===== config.mk =====
export PLATFORM = sky130hd
export DESIGN_NAME = video_timing_gen
export DESIGN_NICKNAME = d
export VERILOG_FILES = /design/src/rtl/video_timing_gen.sv
export SDC_FILE = /design/constraint.sdc
export NUM_CORES = 1
export LEC_CHECK = 0
export BUFFER_PORTS_ARGS = -buffer_cell sky130_fd_sc_hd__buf_2
export CAP_MARGIN = 30
export CORE_UTILIZATION = 35
export DETAILED_ROUTE_END_ITERATION = 16
export MAX_ROUTING_LAYER = met4
export PLACE_DENSITY = 0.6
export SYNTH_ARGS = -nofsm -noshare
export SYNTH_HDL_FRONTEND = slang
export SYNTH_SLANG_ARGS = --single-unit
export TNS_END_PERCENT = 10

===== constraint.sdc =====
create_clock -name clk_sys -period 2.5 [get_ports clk_sys]
set_input_delay 0 -clock clk_sys [delete_from_list [all_inputs] [get_ports clk_sys]]
set_output_delay 0 -clock clk_sys [all_outputs]
set_load 0.03 [all_outputs]

===== src/rtl/video_timing_gen.sv =====
// Parametrised raster timing generator: counters, core-latency-matched blank/sync/RGB, VBLANK strobe.
// Optional cocktail flip of hpos/vpos when VIDEO_TIMING_FLIP_EN is defined.
module video_timing_gen #(
  parameter int RGB_W    = 8,
  parameter int CNT_W    = 9,
  parameter int H_ACTIVE = 256,
  parameter int H_FP     = 39,
  parameter int H_SYNC   = 31,
  parameter int H_BP     = 58,
  parameter int V_ACTIVE = 224,
  parameter int V_FP     = 3,
  parameter int V_SYNC   = 7,
  parameter int V_BP     = 29,
  parameter int PIPE_LAT = 2,
  parameter bit HS_POL   = 1'b0,
  parameter bit VS_POL   = 1'b0
) (
  input  logic             clk_sys,
  input  logic             reset,
  input  logic             ce_pix,
`ifdef VIDEO_TIMING_FLIP_EN
  input  logic             flip,
`endif
  output logic [CNT_W-1:0] hpos,
  output logic [CNT_W-1:0] vpos,
  input  logic [RGB_W-1:0] rgb_in,
  output logic [RGB_W-1:0] rgb_out,
  output logic             hblank,
  output logic             vblank,
  output logic             hsync,
  output logic             vsync,
  output logic             vblank_irq
);

  localparam int H_TOTAL = H_ACTIVE + H_FP + H_SYNC + H_BP;
  localparam int V_TOTAL = V_ACTIVE + V_FP + V_SYNC + V_BP;

  localparam logic [CNT_W-1:0] ONE      = CNT_W'(1);
  localparam logic [CNT_W-1:0] H_LAST   = CNT_W'(H_TOTAL - 1);
  localparam logic [CNT_W-1:0] V_LAST   = CNT_W'(V_TOTAL - 1);
  localparam logic [CNT_W-1:0] H_ACT_C  = CNT_W'(H_ACTIVE);
  localparam logic [CNT_W-1:0] V_ACT_C  = CNT_W'(V_ACTIVE);
  localparam logic [CNT_W-1:0] V_IRQ    = CNT_W'(V_ACTIVE - 1);
  localparam logic [CNT_W-1:0] HS_START = CNT_W'(H_ACTIVE + H_FP);
  localparam logic [CNT_W-1:0] HS_END   = CNT_W'(H_ACTIVE + H_FP + H_SYNC);
  localparam logic [CNT_W-1:0] VS_START = CNT_W'(V_ACTIVE + V_FP);
  localparam logic [CNT_W-1:0] VS_END   = CNT_W'(V_ACTIVE + V_FP + V_SYNC);

  // Flag vector layout: {hb, vb, hs_active, vs_active}; idle = blanked, sync inactive.
  localparam logic [3:0] FLAGS_IDLE = 4'b1100;

  if (H_TOTAL >= (1 << CNT_W)) begin : g_bad_h
    $error("video_timing_gen: H_TOTAL does not fit in CNT_W bits");
  end
  if (V_TOTAL >= (1 << CNT_W)) begin : g_bad_v
    $error("video_timing_gen: V_TOTAL does not fit in CNT_W bits");
  end
  if (PIPE_LAT < 1) begin : g_bad_lat
    $error("video_timing_gen: PIPE_LAT must be at least 1");
  end

  logic [CNT_W-1:0] hcnt_q, hcnt_d;
  logic [CNT_W-1:0] vcnt_q, vcnt_d;
  logic             irq_q, irq_d;
  logic [3:0]       flags_raw;

  always_comb begin
    hcnt_d = hcnt_q;
    vcnt_d = vcnt_q;
    irq_d  = 1'b0;
    if (ce_pix) begin
      if (hcnt_q == H_LAST) begin
        hcnt_d = '0;
        vcnt_d = (vcnt_q == V_LAST) ? '0 : vcnt_q + ONE;
        irq_d  = (vcnt_q == V_IRQ);
      end else begin
        hcnt_d = hcnt_q + ONE;
      end
    end
  end

  always_comb begin
    flags_raw[3] = (hcnt_q >= H_ACT_C);
    flags_raw[2] = (vcnt_q >= V_ACT_C);
    flags_raw[1] = (hcnt_q >= HS_START) && (hcnt_q < HS_END);
    flags_raw[0] = (vcnt_q >= VS_START) && (vcnt_q < VS_END);
  end

  always_ff @(posedge clk_sys) begin
    if (reset) begin
      hcnt_q <= '0;
      vcnt_q <= '0;
      irq_q  <= 1'b0;
    end else begin
      hcnt_q <= hcnt_d;
      vcnt_q <= vcnt_d;
      irq_q  <= irq_d;
    end
  end

  // Flag delay line matching the core's pixel latency; stage 0 takes the raw flags.
  logic [3:0] dly_q [PIPE_LAT];
  logic [3:0] dly_d [PIPE_LAT];

  for (genvar gi = 0; gi < PIPE_LAT; gi++) begin : g_dly
    if (gi == 0) begin : g_head
      always_comb dly_d[gi] = ce_pix ? flags_raw : dly_q[gi];
    end else begin : g_tail
      always_comb dly_d[gi] = ce_pix ? dly_q[gi-1] : dly_q[gi];
    end
    always_ff @(posedge clk_sys) begin
      if (reset) dly_q[gi] <= FLAGS_IDLE;
      else       dly_q[gi] <= dly_d[gi];
    end
  end

  logic [3:0]       flags_dly;
  logic [RGB_W-1:0] rgb_out_q, rgb_out_d;
  logic             hblank_q, hblank_d;
  logic             vblank_q, vblank_d;
  logic             hsync_q, hsync_d;
  logic             vsync_q, vsync_d;

  assign flags_dly = dly_q[PIPE_LAT-1];

  always_comb begin
    rgb_out_d = rgb_out_q;
    hblank_d  = hblank_q;
    vblank_d  = vblank_q;
    hsync_d   = hsync_q;
    vsync_d   = vsync_q;
    if (ce_pix) begin
      hblank_d  = flags_dly[3];
      vblank_d  = flags_dly[2];
      hsync_d   = flags_dly[1] ? HS_POL : ~HS_POL;
      vsync_d   = flags_dly[0] ? VS_POL : ~VS_POL;
      rgb_out_d = (flags_dly[3] | flags_dly[2]) ? '0 : rgb_in;
    end
  end

  always_ff @(posedge clk_sys) begin
    if (reset) begin
      rgb_out_q <= '0;
      hblank_q  <= 1'b1;
      vblank_q  <= 1'b1;
      hsync_q   <= ~HS_POL;
      vsync_q   <= ~VS_POL;
    end else begin
      rgb_out_q <= rgb_out_d;
      hblank_q  <= hblank_d;
      vblank_q  <= vblank_d;
      hsync_q   <= hsync_d;
      vsync_q   <= vsync_d;
    end
  end

  assign rgb_out    = rgb_out_q;
  assign hblank     = hblank_q;
  assign vblank     = vblank_q;
  assign hsync      = hsync_q;
  assign vsync      = vsync_q;
  assign vblank_irq = irq_q;

`ifdef VIDEO_TIMING_FLIP_EN
  logic flip_q, flip_d;
  logic at_origin, flip_eff;

  // At the frame origin the live flip input already applies, so pixel (0,0) is mirrored too.
  always_comb begin
    at_origin = (hcnt_q == '0) && (vcnt_q == '0);
    flip_d    = (ce_pix && at_origin) ? flip : flip_q;
    flip_eff  = at_origin ? flip : flip_q;
    hpos      = (flip_eff && (hcnt_q < H_ACT_C)) ? (H_ACT_C - ONE - hcnt_q) : hcnt_q;
    vpos      = (flip_eff && (vcnt_q < V_ACT_C)) ? (V_ACT_C - ONE - vcnt_q) : vcnt_q;
  end

  always_ff @(posedge clk_sys) begin
    if (reset) flip_q <= 1'b0;
    else       flip_q <= flip_d;
  end
`else
  assign hpos = hcnt_q;
  assign vpos = vcnt_q;
`endif

endmodule

=== Word level (Yosys, flattened, before mapping) ===
Memories as Yosys holds them, arrays and structs flattened.
Index checks and enable logic that the tools add are counted.
W data, S select, Z words.

* $add $sub $neg: 2
* $lt $le $gt $ge: 6
* Equal/unequal tests: 3
* Mux-type cells: 12
* Bitwise logic cells: 5
* Reduce and logical (&&, ||, !) cells: 4

{| class="wikitable"
|+ Operators with widths
! kind !! count
|-
| $add A9 B1 Y9 const B || 2
|-
| $eq A9 B9 Y1 const B || 2
|-
| $ge A9 B8 Y1 const B || 2
|-
| $ge A9 B9 Y1 const B || 2
|-
| $mux W9 || 2
|-
| $mux W4 || 4
|-
| $eq A9 B8 Y1 const B || 1
|-
| $lt A9 B8 Y1 const B || 1
|-
| $lt A9 B9 Y1 const B || 1
|-
| $mux W8 || 1
|-
| $mux W1 || 5
|-
| $or A1 B1 Y1 || 3
|-
| $reduce_or A3 Y1 || 1
|-
| $logic_and A1 B1 Y1 || 2
|-
| $not A1 Y1 || 2
|-
| $reduce_and A2 Y1 || 1
|}

* Bits in registers: 31
* Bits in writable memories: 8
* Input port bits: 11
* Output and inout port bits: 31
* Word-level logic and storage cells: 41
* Memories: 1

{| class="wikitable"
|+ Memories
! name !! depth !! bits a word !! rd ports !! clocked after Yosys merged registers in !! write ports !! line !! text
|-
| dly_q || 2 || 4 || 2 || 0 || 2 || 102 || <nowiki>logic [3:0] dly_q [PIPE_LAT];</nowiki>
|}

=== Longest topological paths before layout ===
* Depth in word-level cells: 4
* Gate-level depth with buffers: 6
* Gate-level depth less buffers: 6

=== Worst setup path before layout ===
No wires, ideal clock.

* Kind: reg-to-reg
* From: reg hcnt_q[1] (netlist: hpos[1])
* To: reg vcnt_q[7] (netlist: vpos[7])
* Library setup time: 0.130 ns
* Arrival time: 1.829 ns
* Setup slack: 0.541 ns
* Cell stages (with the launch flop): 7
* Period minus slack after synthesis: 1.959 ns
* Cell sequence: dfxtp_1 -> ha_1 -> buf_2 -> nand3_1 -> nor4_2 -> mux2i_1 -> nor3_2

* Word-level cells in the longest chain between the ends: 2

{| class="wikitable"
|+ Ends and longest elaborated chain
! element !! line !! text
|-
| start, declared || 62 || <nowiki>logic [CNT_W-1:0] hcnt_q, hcnt_d;</nowiki>
|-
| start signal, assigned || 95 || <nowiki>hcnt_q <= hcnt_d;</nowiki>
|-
| $eq A9 B9 Y1 || 72 || <nowiki>if (hcnt_q == H_LAST) begin</nowiki>
|-
| $reduce_and A2 Y1 (no line) || - ||
|-
| end signal, assigned || 96 || <nowiki>vcnt_q <= vcnt_d;</nowiki>
|-
| end, declared || 63 || <nowiki>logic [CNT_W-1:0] vcnt_q, vcnt_d;</nowiki>
|}

Every way passes these cells.
A chain may end at the register's enable or synchronous reset.

=== Worst setup path in the final report ===
Ends and elaborated chain as after synthesis.

==> reports/results.txt <==
# IOs = 42
nets = 265
ys flop type = dfxtp_1
WP buf/inv = 0
largest net degree at the start of global routing = 35
DR WL/cell = 12.6 µm
Yosys Warn Count = 0
DRT Pass-1 Iters = 4
Max Fclk = 512 MHz
Core ar. = 4850 µm²
CP max FO = 8
Seq/Total Area, Yosys = 0.434
# Post-CTS Setup Buffers = 0
Max VDD drop = 0.298 mV
I/O Buffers = 41
Initial Util = 0.371
Slew headroom = 0.585
asr flop ratio synth = 0
H-tree depth = 2
CP required = 2.65 ns
first-pass GRT wire length = 6.63 mm
layout cells sized above 1 = 0.220
# DRC = 0
initial antenna violation count = 0
Slew @ Worst Pin = 0.623 ns
Tot Pwr = 1.34 mW
power density cells = 593 nW/µm²
GRT Total Usage = 0.162
Netlist Area Pre-Place = 1800 µm²
CTS Buf Count = 5
critical path capture point type = register
Hold WC Path Type = in2reg
Avg Cell Area, Syn = 8.82 µm²
delay-heaviest family, CP = simple AND/OR/NAND/NOR gates
worst path arrival time = 2.11 ns
Layout fillers = 482
CTS tree = yes
largest area contributor in the netlist = dfxtp_1
fin. max-slew vios = 0
TritonCTS Sinks = 39
Hold Vio Cnt, Final = 0
static leakage = 0.862 nW
final WL = 3.99 mm
Die ar. = 5430 µm²
maximum root-to-sink buffer count = 2
RSZ-0062 raised after global routing = false
share of the synthesized area in the top cell type = 0.434
cell breakdown of the critical path = ha_1 -> nand3_1 -> nor4_2 -> mux2i_1 -> nor3_2
Die Y = 73.7 µm
R2R Setup Slk = 0.55 ns
Die X = 73.7 µm
max incr delay on CP = 0.45 ns
# rows = 25
vias in the first global route = 1366
P&R area growth vs syn = 25.5%
critical setup path kind = reg2reg
maxcap violations = 0
Setup TNS = 0 ns
Post-Syn Nets = 220
worst-skew pair later-pin latency = 0.29 ns
clk slew on worst S/H paths = 0.07 ns
worst slack, placed = 0.561 ns
Post-synth EDFFs = 0
Final WS setup = 0.547 ns
vias per cell = 5.07
vias = 1606
Placer Congestion = 0.840
GRT overflow = 0
Routed Antenna Nets = 0
CTS Root Cell = clkbuf_8
Final setup violation count = 0
Post-CTS Resized = 0
crit path time final = 1.95 ns
Placed Cells incl. Taps = 301
Iter 0 DRT Violations = 106
# diodes = 0
Synth area leaders = dfxtp_1 43%, nand2b_1 4.9%, a21oi_1 4.7%
post-synth cell types = 39
Yosys reg bits = 39
Crit-path slowest cell = nor4_2
Cells after Synth = 204
Worst Skew = 0.00518 ns
dpl hpwl = 2.61 mm
crit path launch type = register
crit share post-route = 0.781
outcome = finished, final reports clean
fin cells = 317
-- per-layer routing --
| metal | vias up | part of all wire | GRT usage |
|---|---|---|---|
| li1 | 815 | - | - |
| met1 | 749 | 0.48 | 0.214 |
| met2 | 35 | 0.46 | 0.240 |
| met3 | 7 | 0.047 | 0.0453 |
| met4 | 0 | 0.013 | 0.0513 |
| met5 | - | 0 | - |
-- power breakdown --
part	internal, mW	switching, mW	leakage (nW)
registers	0.631	0.00912	0.316
clock network	0.399	0.216	0.0654
logic	0.0368	0.0480	0.481
-- flip-flops by register name, indices dropped and copies added, names as in the netlist --
signal	count
vblank_irq	1
vblank	1
rgb_out	8
dly_q	8
hblank	1
hpos	9
hsync	1
vpos	9
vsync	1
-- cells in the mapped netlist, drive strengths merged (2+ instances only) --
| master | instances |
|---|---|
| dfxtp | 39 |
| a21oi | 17 |
| nand3 | 17 |
| nand2b | 14 |
| nor2 | 12 |
| inv | 9 |
| nor3 | 9 |
| nand2 | 8 |
| a211o | 7 |
| xnor2 | 7 |
| buf | 6 |
| clkbuf | 6 |
| nand4 | 6 |
| nor2b | 6 |
| ha | 5 |
| o21ai | 5 |
| mux2i | 3 |
| nor4 | 3 |
| o31ai | 3 |
| or3 | 3 |
| or4 | 3 |
| xor2 | 3 |
| and4 | 2 |
| nand3b | 2 |
-- worst min-delay path: cells and delay by family --
family / cells / cell delay [ns]
buffers and inverters: 1 / 0.18
and+or+nand+nor: 1 / 0.09
AOI/OAI and AO/OA: 1 / 0.06
-- area by class of cell --
class | count | area (µm²) | area share
Sequential cell | 39 | 781 | 0.346
Multi-Input combinational cell | 144 | 935 | 0.414
Tap cell | 67 | 83.8 | 0.0371
Inverter | 9 | 33.8 | 0.0150
Clock buffer | 6 | 72.6 | 0.0321
Clock inverter | 2 | 60.1 | 0.0266
Timing Repair Buffer | 50 | 293 | 0.130
-- layout by cell type, fill, tap and decap left out, types with 2 or more instances in the layout --
cell type,count
bufinv_16,2
a211o_1,7
nor3_1,8
dfxtp_1,39
nor2b_1,6
xnor2_1,7
o31ai_1,3
mux2i_1,3
nor2_1,12
or4_1,3
nand2b_1,14
nor4_1,2
buf_2,41
ha_1,5
xor2_1,3
dlygate4sd3_1,8
inv_1,9
clkbuf_8,5
nand2_1,8
nand3_2,2
o21ai_0,5
or3_1,2
a21oi_1,17
nand3_1,15
nand3b_1,2
nand4_1,6
-- per-stage QoR --
stage / hold slack [ns] / util / cell area [µm²]
final: 0.0947 / 0.466 / 2260
after global routing: 0.116 / 0.466 / 2260
after CTS: 0.0933 / 0.466 / 2260
after detailed placement: 0.282 / 0.422 / 2050
after global placement: 0.277 / 0.422 / 2050
after floorplan: 0.168 / - / 1800
-- logic make-up (layout without fill, tap and decap cells) --
family,Yosys count,count (layout),share of synthesized area
simple gates,89,89,0.290
mux,3,3,0.0167
flops,39,39,0.434
compound gates,37,37,0.129
fa+ha+maj,5,5,0.0348
buf+inv,21,67,0.0466
xor+xnor,10,10,0.0487
-- worst paths after layout --
kind,cells after the start,startpoint,endpoint
worst max-delay path,5,hpos[1],vpos[7]
worst min-delay path,3,ce_pix,rgb_out[0]
worst max register to register,5,hpos[1],vpos[7]
worst min register to register,1,dly_q[0][3],dly_q[1][3]
-- repair_timing --
item / in CTS / in global routing
hold buffers: 8 / 0
setup endpoints to repair: 0 / 0
hold endpoints to repair: 8 / 0
(Power assumes the default switching activity.)
